[src/rtl/mul_div_if.sv]
// mul_div_if: request/result bundle between the EX stage and mul_div_unit.
// Ports: start_in/op_in/a_in/b_in/cancel_in carry the request; busy_out,
// done_out, div_zero_out, hi_out, lo_out carry status and the HI/LO result.
interface mul_div_if #(parameter int WIDTH = 32);
    logic             start_in;
    logic             cancel_in;
    logic [1:0]       op_in;
    logic [WIDTH-1:0] a_in;
    logic [WIDTH-1:0] b_in;
    logic             busy_out;
    logic             done_out;
    logic             div_zero_out;
    logic [WIDTH-1:0] hi_out;
    logic [WIDTH-1:0] lo_out;
    modport master (output start_in, cancel_in, op_in, a_in, b_in,
                    input  busy_out, done_out, div_zero_out, hi_out, lo_out);
    modport slave  (input  start_in, cancel_in, op_in, a_in, b_in,
                    output busy_out, done_out, div_zero_out, hi_out, lo_out);
endinterface

[src/rtl/mul_div_unit.sv]
// mul_div_unit: iterative one-bit-per-cycle MULTU/MULT/DIVU/DIV with HI/LO registers.
// Ports: clk, rst (async, active-high), bus (mul_div_if.slave: request in,
// busy/done/div_zero status and HI/LO out). Define MULDIV_SIGNED_EN to enable
// signed MULT/DIV; otherwise op[0] is ignored and all ops are unsigned.
module mul_div_unit #(
    parameter int WIDTH = 32
) (
    input logic      clk,
    input logic      rst,
    mul_div_if.slave bus
);
    localparam int CNT_W = $clog2(WIDTH) + 1;
    typedef enum logic [2:0] {IDLE, PREP, CALC, FIX, DONE} state_t;
    state_t             state_q, state_d;
    logic [CNT_W-1:0]   cnt_q, cnt_d;
    logic [WIDTH-1:0]   a_q, a_d, b_q, b_d, m_q, m_d, hi_q, hi_d, lo_q, lo_d;
    logic [2*WIDTH-1:0] acc_q, acc_d;
    logic               div_q, div_d, busy_q, busy_d, done_q, done_d, dz_q, dz_d;
    logic [WIDTH-1:0]   a_mag, b_mag, mul_hi, mul_lo, div_hi, div_lo;
    logic [WIDTH:0]     sum, sh, diff;
    logic               accept;
`ifdef MULDIV_SIGNED_EN
    logic               sgn_q, sgn_d, neg_q, neg_d, rneg_q, rneg_d;
    logic [2*WIDTH-1:0] prod;
    assign a_mag = (sgn_q && a_q[WIDTH-1]) ? -a_q : a_q;
    assign b_mag = (sgn_q && b_q[WIDTH-1]) ? -b_q : b_q;
    assign prod = neg_q ? -acc_q : acc_q;
    assign {mul_hi, mul_lo} = prod;
    assign div_lo = neg_q ? -acc_q[WIDTH-1:0] : acc_q[WIDTH-1:0];
    assign div_hi = rneg_q ? -acc_q[2*WIDTH-1:WIDTH] : acc_q[2*WIDTH-1:WIDTH];
`else
    assign a_mag = a_q;
    assign b_mag = b_q;
    assign {mul_hi, mul_lo} = acc_q;
    assign div_lo = acc_q[WIDTH-1:0];
    assign div_hi = acc_q[2*WIDTH-1:WIDTH];
`endif
    // Multiply: acc = {partial, multiplier}; add multiplicand on LSB, shift right.
    assign sum = {1'b0, acc_q[2*WIDTH-1:WIDTH]} + (acc_q[0] ? {1'b0, m_q} : '0);
    // Divide: acc = {remainder, dividend->quotient}; restoring trial subtract.
    assign sh = {acc_q[2*WIDTH-1:WIDTH], acc_q[WIDTH-1]};
    assign diff = sh - {1'b0, m_q};
    assign accept = bus.start_in && !bus.cancel_in && (state_q == IDLE || state_q == DONE);
    always_comb begin
        state_d = state_q;
        cnt_d = cnt_q;
        a_d = a_q;
        b_d = b_q;
        m_d = m_q;
        div_d = div_q;
        acc_d = acc_q;
        hi_d = hi_q;
        lo_d = lo_q;
        dz_d = 1'b0;
`ifdef MULDIV_SIGNED_EN
        sgn_d = sgn_q;
        neg_d = neg_q;
        rneg_d = rneg_q;
`endif
        case (state_q)
            IDLE: state_d = IDLE;
            PREP: begin
                state_d = CALC;
                cnt_d = CNT_W'(WIDTH - 1);
                m_d = div_q ? b_mag : a_mag;
                acc_d = {{WIDTH{1'b0}}, div_q ? a_mag : b_mag};
`ifdef MULDIV_SIGNED_EN
                neg_d = (sgn_q & a_q[WIDTH-1]) ^ (sgn_q & b_q[WIDTH-1]);
                rneg_d = sgn_q & a_q[WIDTH-1];
`endif
            end
            CALC: begin
                acc_d = !div_q ? {sum, acc_q[WIDTH-1:1]}
                      : diff[WIDTH] ? {sh[WIDTH-1:0], acc_q[WIDTH-2:0], 1'b0}
                      : {diff[WIDTH-1:0], acc_q[WIDTH-2:0], 1'b1};
                cnt_d = (cnt_q == '0) ? cnt_q : cnt_q - 1'b1;
                state_d = (cnt_q == '0) ? FIX : CALC;
            end
            FIX: begin
                state_d = DONE;
                dz_d = div_q && (b_q == '0);
                hi_d = !div_q ? mul_hi : (b_q == '0) ? a_q : div_hi;
                lo_d = !div_q ? mul_lo : (b_q == '0) ? '1 : div_lo;
            end
            DONE: state_d = IDLE;
            default: state_d = IDLE;
        endcase
        if (accept) begin
            state_d = PREP;
            a_d = bus.a_in;
            b_d = bus.b_in;
            div_d = bus.op_in[1];
`ifdef MULDIV_SIGNED_EN
            sgn_d = bus.op_in[0];
`endif
        end
        if (bus.cancel_in && state_q != IDLE) begin
            state_d = IDLE;
            hi_d = hi_q;
            lo_d = lo_q;
            dz_d = 1'b0;
        end
        busy_d = (state_d == PREP) || (state_d == CALC) || (state_d == FIX);
        done_d = (state_d == DONE);
    end
    always_ff @(posedge clk or posedge rst) begin
        if (rst) begin
            state_q <= IDLE;
            cnt_q <= '0;
            a_q <= '0;
            b_q <= '0;
            m_q <= '0;
            div_q <= 1'b0;
            acc_q <= '0;
            hi_q <= '0;
            lo_q <= '0;
            busy_q <= 1'b0;
            done_q <= 1'b0;
            dz_q <= 1'b0;
`ifdef MULDIV_SIGNED_EN
            sgn_q <= 1'b0;
            neg_q <= 1'b0;
            rneg_q <= 1'b0;
`endif
        end else begin
            state_q <= state_d;
            cnt_q <= cnt_d;
            a_q <= a_d;
            b_q <= b_d;
            m_q <= m_d;
            div_q <= div_d;
            acc_q <= acc_d;
            hi_q <= hi_d;
            lo_q <= lo_d;
            busy_q <= busy_d;
            done_q <= done_d;
            dz_q <= dz_d;
`ifdef MULDIV_SIGNED_EN
            sgn_q <= sgn_d;
            neg_q <= neg_d;
            rneg_q <= rneg_d;
`endif
        end
    end
    assign bus.busy_out = busy_q;
    assign bus.done_out = done_q;
    assign bus.div_zero_out = dz_q;
    assign bus.hi_out = hi_q;
    assign bus.lo_out = lo_q;
endmodule

[src/flat_wrapper.sv]
// flat-port wrapper written by rule: the top's interface ports become plain ports
module mul_div_unit_flat 
#(
    parameter int WIDTH = 32
)
  (clk, rst, bus_start_in, bus_cancel_in, bus_op_in, bus_a_in, bus_b_in, bus_busy_out, bus_done_out, bus_div_zero_out, bus_hi_out, bus_lo_out);
  mul_div_if #(.WIDTH(WIDTH)) bus_i ();
  input logic clk;
  input logic rst;
  input wire logic [$bits(bus_i.start_in)-1:0] bus_start_in;
  input wire logic [$bits(bus_i.cancel_in)-1:0] bus_cancel_in;
  input wire logic [$bits(bus_i.op_in)-1:0] bus_op_in;
  input wire logic [$bits(bus_i.a_in)-1:0] bus_a_in;
  input wire logic [$bits(bus_i.b_in)-1:0] bus_b_in;
  output wire logic [$bits(bus_i.busy_out)-1:0] bus_busy_out;
  output wire logic [$bits(bus_i.done_out)-1:0] bus_done_out;
  output wire logic [$bits(bus_i.div_zero_out)-1:0] bus_div_zero_out;
  output wire logic [$bits(bus_i.hi_out)-1:0] bus_hi_out;
  output wire logic [$bits(bus_i.lo_out)-1:0] bus_lo_out;
  assign bus_i.start_in = bus_start_in;
  assign bus_i.cancel_in = bus_cancel_in;
  assign bus_i.op_in = bus_op_in;
  assign bus_i.a_in = bus_a_in;
  assign bus_i.b_in = bus_b_in;
  assign bus_busy_out = bus_i.busy_out;
  assign bus_done_out = bus_i.done_out;
  assign bus_div_zero_out = bus_i.div_zero_out;
  assign bus_hi_out = bus_i.hi_out;
  assign bus_lo_out = bus_i.lo_out;
  mul_div_unit #(.WIDTH(WIDTH)) u_core (.clk(clk), .rst(rst), .bus(bus_i));
endmodule
[config.mk]
export PLATFORM = sky130hd
export DESIGN_NAME = mul_div_unit_flat
export DESIGN_NICKNAME = d
export VERILOG_FILES = /design/src/rtl/mul_div_if.sv /design/src/rtl/mul_div_unit.sv /design/src/flat_wrapper.sv
export SDC_FILE = /design/constraint.sdc
export NUM_CORES = 1
export LEC_CHECK = 0
export ABC_AREA = 1
export CAP_MARGIN = 20
export CORE_MARGIN = 5
export CORE_UTILIZATION = 47
export DETAILED_ROUTE_END_ITERATION = 8
export PLACE_DENSITY = 0.72
export SETUP_SLACK_MARGIN = 0.3
export SLEW_MARGIN = 30
export SYNTH_ARGS = -nofsm -noshare
export SYNTH_HDL_FRONTEND = slang
export SYNTH_SLANG_ARGS = --single-unit
export TNS_END_PERCENT = 20
[constraint.sdc]
create_clock -name clk -period 10.65 [get_ports clk]
set_clock_uncertainty 0.2 [all_clocks]
set_input_delay 1.5975 -clock clk [delete_from_list [all_inputs] [get_ports clk]]
set_output_delay 1.5975 -clock clk [all_outputs]
set_load 0.02 [all_outputs]
# Word-level counts from Yosys, hierarchy flattened
# Index checks and enable logic that the tools add are counted.
[totals]
register_bits = 237
wordCells = 58
[op_classes]
add_sub_neg = 3
eq_ne = 9
muxes = 18
bitwise_logic = 1
n_reduce_logical = 15
[ops]
columns = ["operator", "n"]
rows = [
  ["2-to-1 mux 32 bit", 7],
  ["2-to-1 mux 64 bit", 2],
  ["case mux 64 bit (2 select lines)", 1],
  ["adder 32 x 33 -> 33 bit", 1],
  ["subtractor 33 x 32 -> 33 bit", 1],
  ["logical NOT 32 bit", 1],
  ["equality test 3 x 2 -> 1 bit, second input constant", 4],
  ["case mux 6 bit (2 select lines)", 1],
  ["case mux 3 bit (3 select lines)", 1],
  ["equality test 3 x 1 -> 1 bit, second input constant", 2],
  ["equality test 3 bit, second input constant", 2],
  ["logical NOT 6 bit", 1],
  ["2-to-1 mux 3 bit", 2],
  ["2-to-1 mux 6 bit", 1],
  ["subtractor 6 x 1 -> 6 bit, second input constant", 1],
  ["logical AND 1 bit", 4],
  ["AND reduction 2 bit", 2],
  ["logical NOT 3 bit", 1],
  ["logical OR 1 bit", 3],
  ["2-to-1 mux 1 bit", 3],
  ["nonzero test 3 bit", 1],
  ["!= test 2 bit, second input constant", 1],
  ["nonzero test 2 bit", 1],
  ["logical NOT 1 bit", 1],
  ["NOT 1 bit", 1],
]

# Longest topological paths before layout
# Gate-level depths: netlist of the first run.
[depth]
ltp_word = 8
depth_mapped = 20

# Worst setup path before layout of the first run
# No wires, ideal clock.
[synth_path]
kind = "input to register"
startpoint = "in bus_cancel_in"
endpoint = "reg u_core.a_q[0], in the netlist u_core.a_mag[0]"
setup_ns = 0.066
arrival_time_ns = 2.673
required_ns = 10.384
slack_ns = 7.712
path_stages = 7
cell_sequence = "inv_1 nand3_1 clkinv_1 clkbuf_1 clkbuf_1 nand2_1 nand2_1"
[synth_between]
elab_chain_cells = 3
[synth_lines]
columns = ["item", "line", "text"]
rows = [
  ["start, declared", "flat_wrapper.sv:11", "input wire logic [$bits(bus_i.cancel_in)-1:0] bus_cancel_in;"],
  ["logical NOT 1 bit", "mul_div_unit.sv:43", "assign accept = bus.start_in && !bus.cancel_in && (state_q == IDLE || state_q == DONE);"],
  ["logical AND 1 bit (2 in a row)", "mul_div_unit.sv:43", ""],
  ["end signal, assigned", "mul_div_unit.sv:110", "a_q <= '0;"],
  ["end signal, assigned", "mul_div_unit.sv:128", "a_q <= a_d;"],
  ["end, declared", "mul_div_unit.sv:16", "logic [WIDTH-1:0] a_q, a_d, b_q, b_d, m_q, m_d, hi_q, hi_d, lo_q, lo_d;"],
]
# No other way between the ends.
# A chain may end at the register's enable or synchronous reset.

==> results of run 1 <==
==> synth_stat cells (4+ instances only) <==
library cell  count
a21oi_1         129
ha_1             66
a21o_1            5
nand4_1          21
a31oi_1           5
nand3_1         132
clkbuf_1         76
buf_6             5
buf_2             6
o21bai_1          8
and2_1            4
nand3b_1         11
o21ai_1           7
nor2_1          151
buf_1             7
nor4_1            5
nand2_1         850
xnor2_1          12
o211ai_1         90
dfrtp_1         237
nor2_2            4
nand2_2           7
nor3_1           23
o21ai_0         164
or2_2             6
inv_1           312
==> metal layers <==
metal	vias to the layer above	wire length (um)
met1	7448	22600
met3	93	3170
met4	0	1480
li1	7774	-
met5	-	0
met2	570	24300
==> power by group through the flow <==
| stage | Combinational [W] | Sequential [W] | Clock (W) |
|---|---|---|---|
| 2_1_floorplan | 0.00233 | 0.00163 | 0 |
| 3_3_place_gp | 0.00327 | 0.00168 | 0 |
| 3_5_place_dp | 0.00332 | 0.00168 | 0 |
| 4_1_cts | 0.00334 | 0.00167 | 0.000993 |
| 5_1_grt | 0.00377 | 0.00172 | 0.00103 |
| 6_report | 0.00335 | 0.00168 | 0.000980 |
==> registers in the layout, indices dropped and copies added, names as in the netlist, 3 cells and up <==
name and flops:
u_core.acc_q 64, u_core.a_mag 32, u_core.b_mag 32, u_core.bus.hi_out 32, u_core.bus.lo_out 32, u_core.m_q 32
u_core.cnt_q 6, u_core.state_q 3
==> stage by stage <==
stage	instance area, um^2	worst slack, ns	hold WS, ns	cells	power [W]
floorplan	15900	2.35	0.258	2371	0.00397
global placement	17600	5.86	0.283	2875	0.00494
detailed placement	17600	6.15	0.295	2875	0.00499
CTS	18500	6.74	0.307	2922	0.00600
global route	18500	6.72	0.335	2922	0.00651
finish	18500	7.06	0.303	2922	0.00600
==> cells by family after synthesis <==
logic type                 share of synthesized area (%)
AOI/OAI and AO/OA                                   15.0
and+or+nand+nor                                     31.4
DFF                                                 37.3
adders and majority gates                           5.44
buffers and inverters                               10.0
xor gates and xnor gates                           0.826
==> worst reg2reg max path: cells and delay by family, from the launching register on <==
kind / cells / cell delay, ns
flip-flops: 1 / 0.62
AO/OA/AOI/OAI: 1 / 0.55
adder cells (fa/ha/maj): 2 / 0.63
buffers and inverters: 2 / 0.14
AND/OR/NAND/NOR: 10 / 1.21
==> cell type report <==
cell class / count / area share [%]
Inverter: 319 / 6.52
Sequential cell: 237 / 32.1
Tap cell: 448 / 3.03
Multi-Input combinational cell: 1721 / 45.4
Clock buffer: 38 / 4.20
Timing Repair Buffer: 150 / 7.99
Clock inverter: 9 / 0.805
==> worst max path at each step <==
stage,start,to,slack [ns]
2_1_floorplan,rst,u_core.a_mag[0]$_DFFE_PP0P_,2.35
3_3_place_gp,rst,u_core.acc_q[39]$_DFFE_PP0P_,5.86
3_5_place_dp,rst,u_core.cnt_q[2]$_DFFE_PP0P_,6.15
4_1_cts,rst,u_core.acc_q[33]$_DFFE_PP0P_,6.74
5_1_grt,rst,u_core.acc_q[33]$_DFFE_PP0P_,6.72
6_report,rst,u_core.state_q[1]$_DFF_PP0_,7.06
==> flow_metrics.env, run 1 <==
export IMPL_cp_required_ns=11.03
export IMPL_cts_setup_buffers=0
export IMPL_h_tree_depth=1
export IMPL_rsz0062_at_grt="no"
export IMPL_use_met2_pct=43.9
export IMPL_cp_data_arrival_time_ns=3.98
export IMPL_num_rows=67
export IMPL_relSlewSlack_pct=35.7
export IMPL_via_per_inst=5.44
export IMPL_slowest_stage="buf_6"
export IMPL_avgRoutedWirePerCell_um=17.6
export IMPL_worstMarginPinSlew_ns=0.965
export IMPL_period_share_pct=33.7
export IMPL_start_util_pct=47.6
export IMPL_drive_gt1_share_pct=3.68
export IMPL_dieWidth_um=194
export IMPL_worst_path_buf_inv=4
export IMPL_worstSetupEndpointType="asynchronous set/reset pin"
export IMPL_hp_class="flop to flop"
export IMPL_ir_worst_vdd_v=0.000236
export IMPL_cts_resized=0
export IMPL_synth_yosys_warnings=0
export IMPL_grt_use_met3_pct=3.21
export IMPL_syn_nets=2509
export IMPL_grt_total_usage_pct=26.5
export IMPL_r2r_end="u_core.acc_q[59]$_DFFE_PP0P_"
export IMPL_grt_max_degree=99
export IMPL_path_cells="clkdlybuf4s50_1 -> inv_8 -> buf_6 -> buf_6"
export IMPL_setup_viol=0
export IMPL_cts_sinks=237
export IMPL_ys_seq_area_share_pct=37.3
export IMPL_fillCellCount=3271
export IMPL_p_int_w=0.00305
export IMPL_hold_viol=0
export IMPL_port_buffers=135
export IMPL_leakage_nw=9.23
export IMPL_clk_latency_ns=0.55
export IMPL_antenna_found_initial=2
export IMPL_mostFrequentLayoutCells="nand2_1 (850), inv_1 (310), dfrtp_1 (236)"
export IMPL_critical_path_max_fanout=88
export IMPL_multi_input_area_um2=8400
export IMPL_place_gp_congestion=0.969
export IMPL_cts_root_buf="clkbuf_16"
export IMPL_synthTopCellsByArea="dfrtp_1 (37%), nand2_1 (20%), inv_1 (7.4%)"
export IMPL_drv_cap=0
export IMPL_hold_end="u_core.cnt_q[0]$_DFFE_PP0P_"
export IMPL_vias=15885
export IMPL_rrSetupSlack_ns=7.19
export IMPL_synth_edf_count=0
export IMPL_ys_flop_type="dfrtp_1"
export IMPL_die_area_um2=37600
export IMPL_netlist_area_leader_share_pct=37.3
export IMPL_final_max_slew_violation_count=0
export IMPL_cts_clk_slew_worst_paths_ns=0.06
export IMPL_fmax_mhz=278
export IMPL_syn_area_um2=15900
export IMPL_comb_power_share_pct=55.7
export IMPL_fin_util_pct=55.3
export IMPL_synthArstFlopShare_pct=100
export IMPL_hpwl_mm=38.7
export IMPL_seq_area_um2=5930
export IMPL_switchingPower_w=0.00296
export IMPL_tns_ns=0
export IMPL_cp_num_cells=4
export IMPL_critical_path_max_stage_delay_ns=0.63
export IMPL_synth_cell_types=43
export IMPL_p_sw_share_pct=49.3
export IMPL_die_h_um=194
export IMPL_clockBufferDepth=3
export IMPL_cts_tree="yes"
export IMPL_r2r_start="u_core.acc_q[0]$_DFFE_PP0P_"
export IMPL_hold_depth=1
export IMPL_layout_nets=2593
export IMPL_drt_iter0_drc=1351
export IMPL_p_clk_share_pct=16.3
export IMPL_ant_nets=0
export IMPL_min_from="u_core.cnt_q[0]$_DFFE_PP0P_"
export IMPL_synth_area_leader_cell="dfrtp_1"
export IMPL_antenna_cells=0
export IMPL_p_seq_share_pct=27.9
export IMPL_grtUsageMet1_pct=36.8
export IMPL_fin_crit_ns=3.59
export IMPL_avgSynthCellArea_um2=6.71
export IMPL_outcome="finished clean"
export IMPL_firstDrtPassIters=8
export IMPL_drc=0
export IMPL_numCtsBuffers=26
export IMPL_cp_common_cell="buf_6"
export IMPL_grt_pass1_wl_mm=81.6
export IMPL_overflow=0
export IMPL_grt_busiest_layer="met2"
export IMPL_crit_path_start_kind="input port"
export IMPL_postCtsHoldBufs=0
export IMPL_power_density_nw_per_um2=324
export IMPL_synthCells=2371
export IMPL_grt_pass1_vias=15190
export IMPL_fp_coreArea_um2=33400
export IMPL_area_growth_pct=16.3
export IMPL_ys_seq_elements=237
export IMPL_mostFrequentLayoutCell="nand2_1"
export IMPL_worst_r2r_cell_count=15
export IMPL_wl_mm=51.5
export IMPL_io_pin_count=137
export IMPL_crit_family="buffers and inverters"
export IMPL_path_class="input port to asynchronous set/reset pin"
Note: power is estimated with default switching activity, not from simulation.
==> run 2, diff against run 1 <==
==> constraint.sdc (replaced) <==
create_clock -name clk -period 3.75 [get_ports clk]
set_clock_uncertainty 0.2 [all_clocks]
set_input_delay 0.5625 -clock clk [delete_from_list [all_inputs] [get_ports clk]]
set_output_delay 0.5625 -clock clk [all_outputs]
set_load 0.02 [all_outputs]
==> flow_metrics.env, run 2 (synthesized netlist as in run 1, its figures left out) <==
export IMPL_wl_mm=52.0
export IMPL_grt_total_usage_pct=26.8
export IMPL_crit_path_start_kind="flop"
export IMPL_leakage_nw=9.24
export IMPL_worst_path_buf_inv=3
export IMPL_cp_num_cells=19
export IMPL_dieWidth_um=194
export IMPL_fmax_mhz=318
export IMPL_relSlewSlack_pct=43.7
export IMPL_avgRoutedWirePerCell_um=17.8
export IMPL_worst_r2r_cell_count=19
export IMPL_comb_power_share_pct=56.7
export IMPL_vias=15990
export IMPL_setup_ws_ns=0.610
export IMPL_start_util_pct=47.6
export IMPL_place_worst_setup_slack_ns=0.588
export IMPL_p_clk_share_pct=15.7
export IMPL_grt_max_degree=219
export IMPL_outcome="finished clean"
export IMPL_drc=0
export IMPL_cts_setup_buffers=0
export IMPL_cp_required_ns=3.99
export IMPL_p_seq_share_pct=27.7
export IMPL_wl_met2_mm=24.6
export IMPL_firstDrtPassIters=6
export IMPL_ir_worst_vdd_v=0.000690
export IMPL_setup_viol=0
export IMPL_via_per_inst=5.46
export IMPL_mostFrequentLayoutCell="nand2_1"
export IMPL_wl_met1_mm=23.0
export IMPL_area_growth_pct=16.5
export IMPL_switchingPower_w=0.00848
export IMPL_num_rows=67
export IMPL_rsz0062_at_grt="no"
export IMPL_critical_path_max_fanout=46
export IMPL_mostFrequentLayoutCells="nand2_1 (850), inv_1 (311), dfrtp_1 (236)"
export IMPL_cts_tree="yes"
export IMPL_power_density_nw_per_um2=917
export IMPL_drv_cap=0
export IMPL_worstMarginPinSlew_ns=0.844
export IMPL_hp_class="input port to asynchronous set/reset pin"
export IMPL_cts_resized=0
export IMPL_fp_coreArea_um2=33400
export IMPL_r2r_start="u_core.acc_q[31]$_DFFE_PP0P_"
export IMPL_grt_pass1_wl_mm=82.6
export IMPL_drive_gt1_share_pct=3.92
export IMPL_timing_hold_ws_ns=0.168
export IMPL_cp_data_arrival_time_ns=3.38
export IMPL_layout_nets=2596
export IMPL_grt_pass1_vias=15043
export IMPL_cp_common_cell="nand2_1"
export IMPL_hold_viol=0
export IMPL_die_area_um2=37600
export IMPL_period_share_pct=83.7
export IMPL_p_sw_share_pct=49.9
export IMPL_final_max_slew_violation_count=0
export IMPL_path_cells="inv_1 -> ha_1 -> fa_1 -> inv_1 -> nand2_1 -> nand2_1 -> nand3_1 -> nand2_2 -> nand2_1 -> nand2_2 -> nand2_2 -> nand2_2 -> nand2_4 -> nand2_8 -> inv_4 -> nand2_1 -> nand3_1 -> nand2_1 -> nand2_1"
export IMPL_clk_latency_ns=0.55
export IMPL_overflow=0
export IMPL_largest_register="u_core.acc_q"
export IMPL_crit_family="simple AND/OR/NAND/NOR gates"
export IMPL_wl_met3_mm=2.97
export IMPL_cts_clk_slew_worst_paths_ns=0.06
export IMPL_h_tree_depth=1
export IMPL_r2r_end="u_core.acc_q[63]$_DFFE_PP0P_"
export IMPL_critical_path_max_stage_delay_ns=0.38
export IMPL_drt_iter0_drc=1538
export IMPL_numCtsBuffers=27
export IMPL_p_int_w=0.00852
export IMPL_largest_register_ffs=64
export IMPL_top_layer="met5"
export IMPL_fin_crit_ns=3.14
export IMPL_slowest_stage="dfrtp_1"
export IMPL_fillCellCount=3283
export IMPL_hpwl_mm=39.4
export IMPL_worstSetupEndpointType="flop"
export IMPL_endpoint="u_core.acc_q[63]$_DFFE_PP0P_"
export IMPL_cts_root_buf="clkbuf_16"
export IMPL_ant_nets=0
export IMPL_clockBufferDepth=3
export IMPL_place_gp_congestion=0.951
export IMPL_cp_startpoint="u_core.acc_q[31]$_DFFE_PP0P_"
export IMPL_port_buffers=135
export IMPL_rrSetupSlack_ns=0.61
export IMPL_cts_sinks=237
export IMPL_io_pin_count=137
export IMPL_antenna_found_initial=2
export IMPL_die_h_um=194
export IMPL_path_class="flop to flop"
export IMPL_postCtsHoldBufs=0
[run 2: cell count changes in the layout (fill, tap and decap cells not counted), moves of 2 or more]
cell,previous run,this run
clkinvlp_4,0,2
clkbuf_1,5,1
inv_6,0,2
bufinv_16,4,2
clkinv_2,4,9
buf_12,0,5
buf_6,4,0
[run 2: area by class of cell]
cell class                      count  area, um^2  area share, %
Multi-Input combinational cell   1721        8400           45.3
Sequential cell                   237        5930           32.0
Timing Repair Buffer              152        1540           8.32
Inverter                          319        1200           6.50
Clock buffer                       33         748           4.04
Tap cell                          448         561           3.03
Clock inverter                     15         139          0.750
Antenna cell                        1        2.50         0.0135
[run 2: power by group through the flow]
stage	logic [W]	clock network (W)	registers, W
floorplan	0.00663	0	0.00463
CTS	0.00962	0.00270	0.00468
detailed placement	0.00956	0	0.00470
global placement	0.00943	0	0.00469
finish	0.00964	0.00266	0.00470
global route	0.0108	0.00281	0.00481
[run 2: worst min-delay path by stage]
stage | from | endpoint | slack [ns] | cells past startpoint
6_report | rst | u_core.acc_q[9]$_DFFE_PP0P_ | 0.17 | 2
5_1_grt | rst | u_core.acc_q[9]$_DFFE_PP0P_ | 0.19 | 2
4_1_cts | rst | u_core.acc_q[9]$_DFFE_PP0P_ | 0.17 | 2
3_5_place_dp | u_core.cnt_q[4]$_DFFE_PP0P_ | u_core.cnt_q[4]$_DFFE_PP0P_ | 0.29 | 1
3_3_place_gp | u_core.cnt_q[0]$_DFFE_PP0P_ | u_core.cnt_q[0]$_DFFE_PP0P_ | 0.28 | 1
2_1_floorplan | u_core.cnt_q[4]$_DFFE_PP0P_ | u_core.cnt_q[4]$_DFFE_PP0P_ | 0.26 | 1
[run 2: layer usage]
layer  vias up  GRT usage [%]
met2       498           44.1
met4         2           6.95
met5         -              0
met3        89           3.61
met1      7629           37.6
li1       7772              -
[run 2: through the flow]
step                utilization (%)  cell area [um^2]  total power (W)  setup TNS [ns]  cells
floorplan                         -             15900           0.0113          -28.05   2371
global placement               52.7             17600           0.0141               0   2877
detailed placement             52.7             17600           0.0143               0   2877
CTS                            55.4             18500           0.0170               0   2925
global route                   55.4             18500           0.0184               0   2925
finish                         55.4             18500           0.0170               0   2926
==> run 3, diff against run 2 <==
==> constraint.sdc (replaced) <==
create_clock -name clk -period 3.25 [get_ports clk]
set_clock_uncertainty 0.2 [all_clocks]
set_input_delay 0.4875 -clock clk [delete_from_list [all_inputs] [get_ports clk]]
set_output_delay 0.4875 -clock clk [all_outputs]
set_load 0.02 [all_outputs]
==> flow_metrics.env, run 3 (synthesized netlist as in run 1, its figures left out) <==
export IMPL_antenna_found_initial=4
export IMPL_rsz0062_at_grt="yes"
export IMPL_r2r_start="u_core.acc_q[31]$_DFFE_PP0P_"
export IMPL_vias=16278
export IMPL_drv_cap=0
export IMPL_grt_pass1_vias=15625
export IMPL_cp_startpoint="u_core.acc_q[31]$_DFFE_PP0P_"
export IMPL_h_tree_depth=1
export IMPL_worstSetupEndpointType="flop"
export IMPL_final_max_slew_violation_count=0
export IMPL_overflow=0
export IMPL_avgRoutedWirePerCell_um=18.3
export IMPL_largest_register_ffs=64
export IMPL_slowest_stage="dfrtp_1"
export IMPL_place_worst_setup_slack_ns=0.233
export IMPL_fmax_mhz=343
export IMPL_ir_worst_vdd_v=0.000706
export IMPL_grt_pass1_wl_mm=84.9
export IMPL_grt_max_degree=214
export IMPL_power_density_nw_per_um2=1070
export IMPL_numCtsBuffers=26
export IMPL_die_h_um=194
export IMPL_fp_coreArea_um2=33400
export IMPL_dieWidth_um=194
export IMPL_tns_ns=0
export IMPL_worstMarginPinSlew_ns=0.901
export IMPL_setup_viol=0
export IMPL_num_rows=67
export IMPL_area_growth_pct=20.4
export IMPL_largest_register="u_core.acc_q"
export IMPL_mostFrequentLayoutCells="nand2_1 (842), inv_1 (309), dfrtp_1 (234)"
export IMPL_cp_data_arrival_time_ns=3.13
export IMPL_die_area_um2=37600
export IMPL_total_power_w=0.0205
export IMPL_dp_cells=2915
export IMPL_leakage_nw=9.50
export IMPL_place_gp_congestion=0.977
export IMPL_fillCellCount=3207
export IMPL_final_cells=2975
export IMPL_grt_total_usage_pct=27.8
export IMPL_drive_gt1_share_pct=6.77
export IMPL_hp_class="input port to asynchronous set/reset pin"
export IMPL_cts_clk_slew_worst_paths_ns=0.06
export IMPL_wl_mm=54.5
export IMPL_period_share_pct=89.6
export IMPL_cts_sinks=237
export IMPL_ant_nets=0
export IMPL_fin_util_pct=57.2
export IMPL_outcome="finished clean"
export IMPL_firstDrtPassIters=5
export IMPL_cts_tree="yes"
export IMPL_relSlewSlack_pct=39.4
export IMPL_start_util_pct=47.6
export IMPL_fin_crit_ns=2.91
export IMPL_hpwl_mm=41.0
export IMPL_path_cells="inv_2 -> ha_2 -> fa_1 -> inv_2 -> nand2_1 -> nand2_2 -> nand3_2 -> nand2_2 -> nand2_1 -> nand2_4 -> nand2_4 -> nand3_4 -> nand2_8 -> buf_4 -> nand3_1 -> nand3_1 -> nand2_1 -> nand2_1"
export IMPL_clockBufferDepth=3
export IMPL_clk_latency_ns=0.55
export IMPL_io_pin_count=137
export IMPL_port_buffers=135
export IMPL_cp_required_ns=3.47
export IMPL_critical_path_max_stage_delay_ns=0.37
export IMPL_via_per_inst=5.47
export IMPL_drt_iter0_drc=1504
export IMPL_path_class="flop to flop"
export IMPL_cts_root_buf="clkbuf_16"
export IMPL_cp_common_cell="nand2_1"
export IMPL_hold_viol=0
export IMPL_layout_nets=2644
export IMPL_critical_path_max_fanout=8
export IMPL_drc=0
export IMPL_mostFrequentLayoutCell="nand2_1"
export IMPL_crit_path_start_kind="flop"
export IMPL_setup_ws_ns=0.338
## run 3: changes by cell type in the layout (fill, tap and decap cells not counted), moves of 4 or more
cell	change
buf_12	+6
buf_4	+38
clkbuf_1	+7
clkinv_2	-4
ha_1	-8
ha_2	+4
ha_4	+4
nand2_1	-8
nand2_2	+6
## run 3: repair_timing
| action | 4_1_cts | 5_1_grt |
|---|---|---|
| cloned | 1 | 2 |
| gates resized for setup | 4 | 40 |
| setup buffers | 4 | 4 |
| hold buffers | 0 | 0 |
| setup endpoints to repair | 22 | 32 |
| pin swaps | 1 | 6 |
## run 3: cell type report
cell class,count,area (um^2),area share (%)
antenna,1,2.50,0.0131
sequential,237,5940,31.0
clock buffer,38,747,3.90
multi-input combinational,1723,8590,44.9
timing repair buffer,199,1970,10.3
tap,448,561,2.93
clock inverter,10,130,0.680
inverter,319,1200,6.29
## run 3: path summary, 6_finish.rpt
kind                                                     to  cells past startpoint  slack, ns
hold reg to reg                 u_core.cnt_q[4]$_DFFE_PP0P_                      1       0.30
hold / removal             u_core.bus.lo_out[1]$_DFFE_PP0P_                      2       0.25
max in group asynchronous       u_core.state_q[0]$_DFF_PP0_                      3       1.85
min in group clk                u_core.a_mag[6]$_DFFE_PP0P_                      3       0.28
setup / recovery               u_core.acc_q[60]$_DFFE_PP0P_                     18       0.34
setup reg to reg               u_core.acc_q[60]$_DFFE_PP0P_                     18       0.34
## run 3: metrics by stage
| step | hold WS, ns | instance area, um^2 |
|---|---|---|
| finish | 0.252 | 19100 |
| global route | 0.279 | 19100 |
| CTS | 0.253 | 18900 |
| detailed placement | 0.284 | 18000 |
| global placement | 0.280 | 18000 |
| floorplan | 0.258 | 15900 |
## run 3: layer usage
layer / part of all wire [%] / track usage [%]
met1: 42 / 37.6
met2: 47 / 45.6
met3: 6.8 / 4.67
met4: 3.7 / 9.35
met5: 0.013 / 0
## run 3: critical path: cells and delay by family (launching register included)
kind / cells / cell delay (ns)
simple gates: 13 / 1.32
fa+ha+maj: 2 / 0.58
buf+inv: 3 / 0.30
flops: 1 / 0.37
## run 3: power by group
group | internal, W | leakage (nW) | switching, W
Combinational | 0.00432 | 6.08 | 0.00787
Sequential | 0.00421 | 2.99 | 0.00109
Clock | 0.00183 | 0.426 | 0.00124
Total | 0.0104 | 9.50 | 0.0102
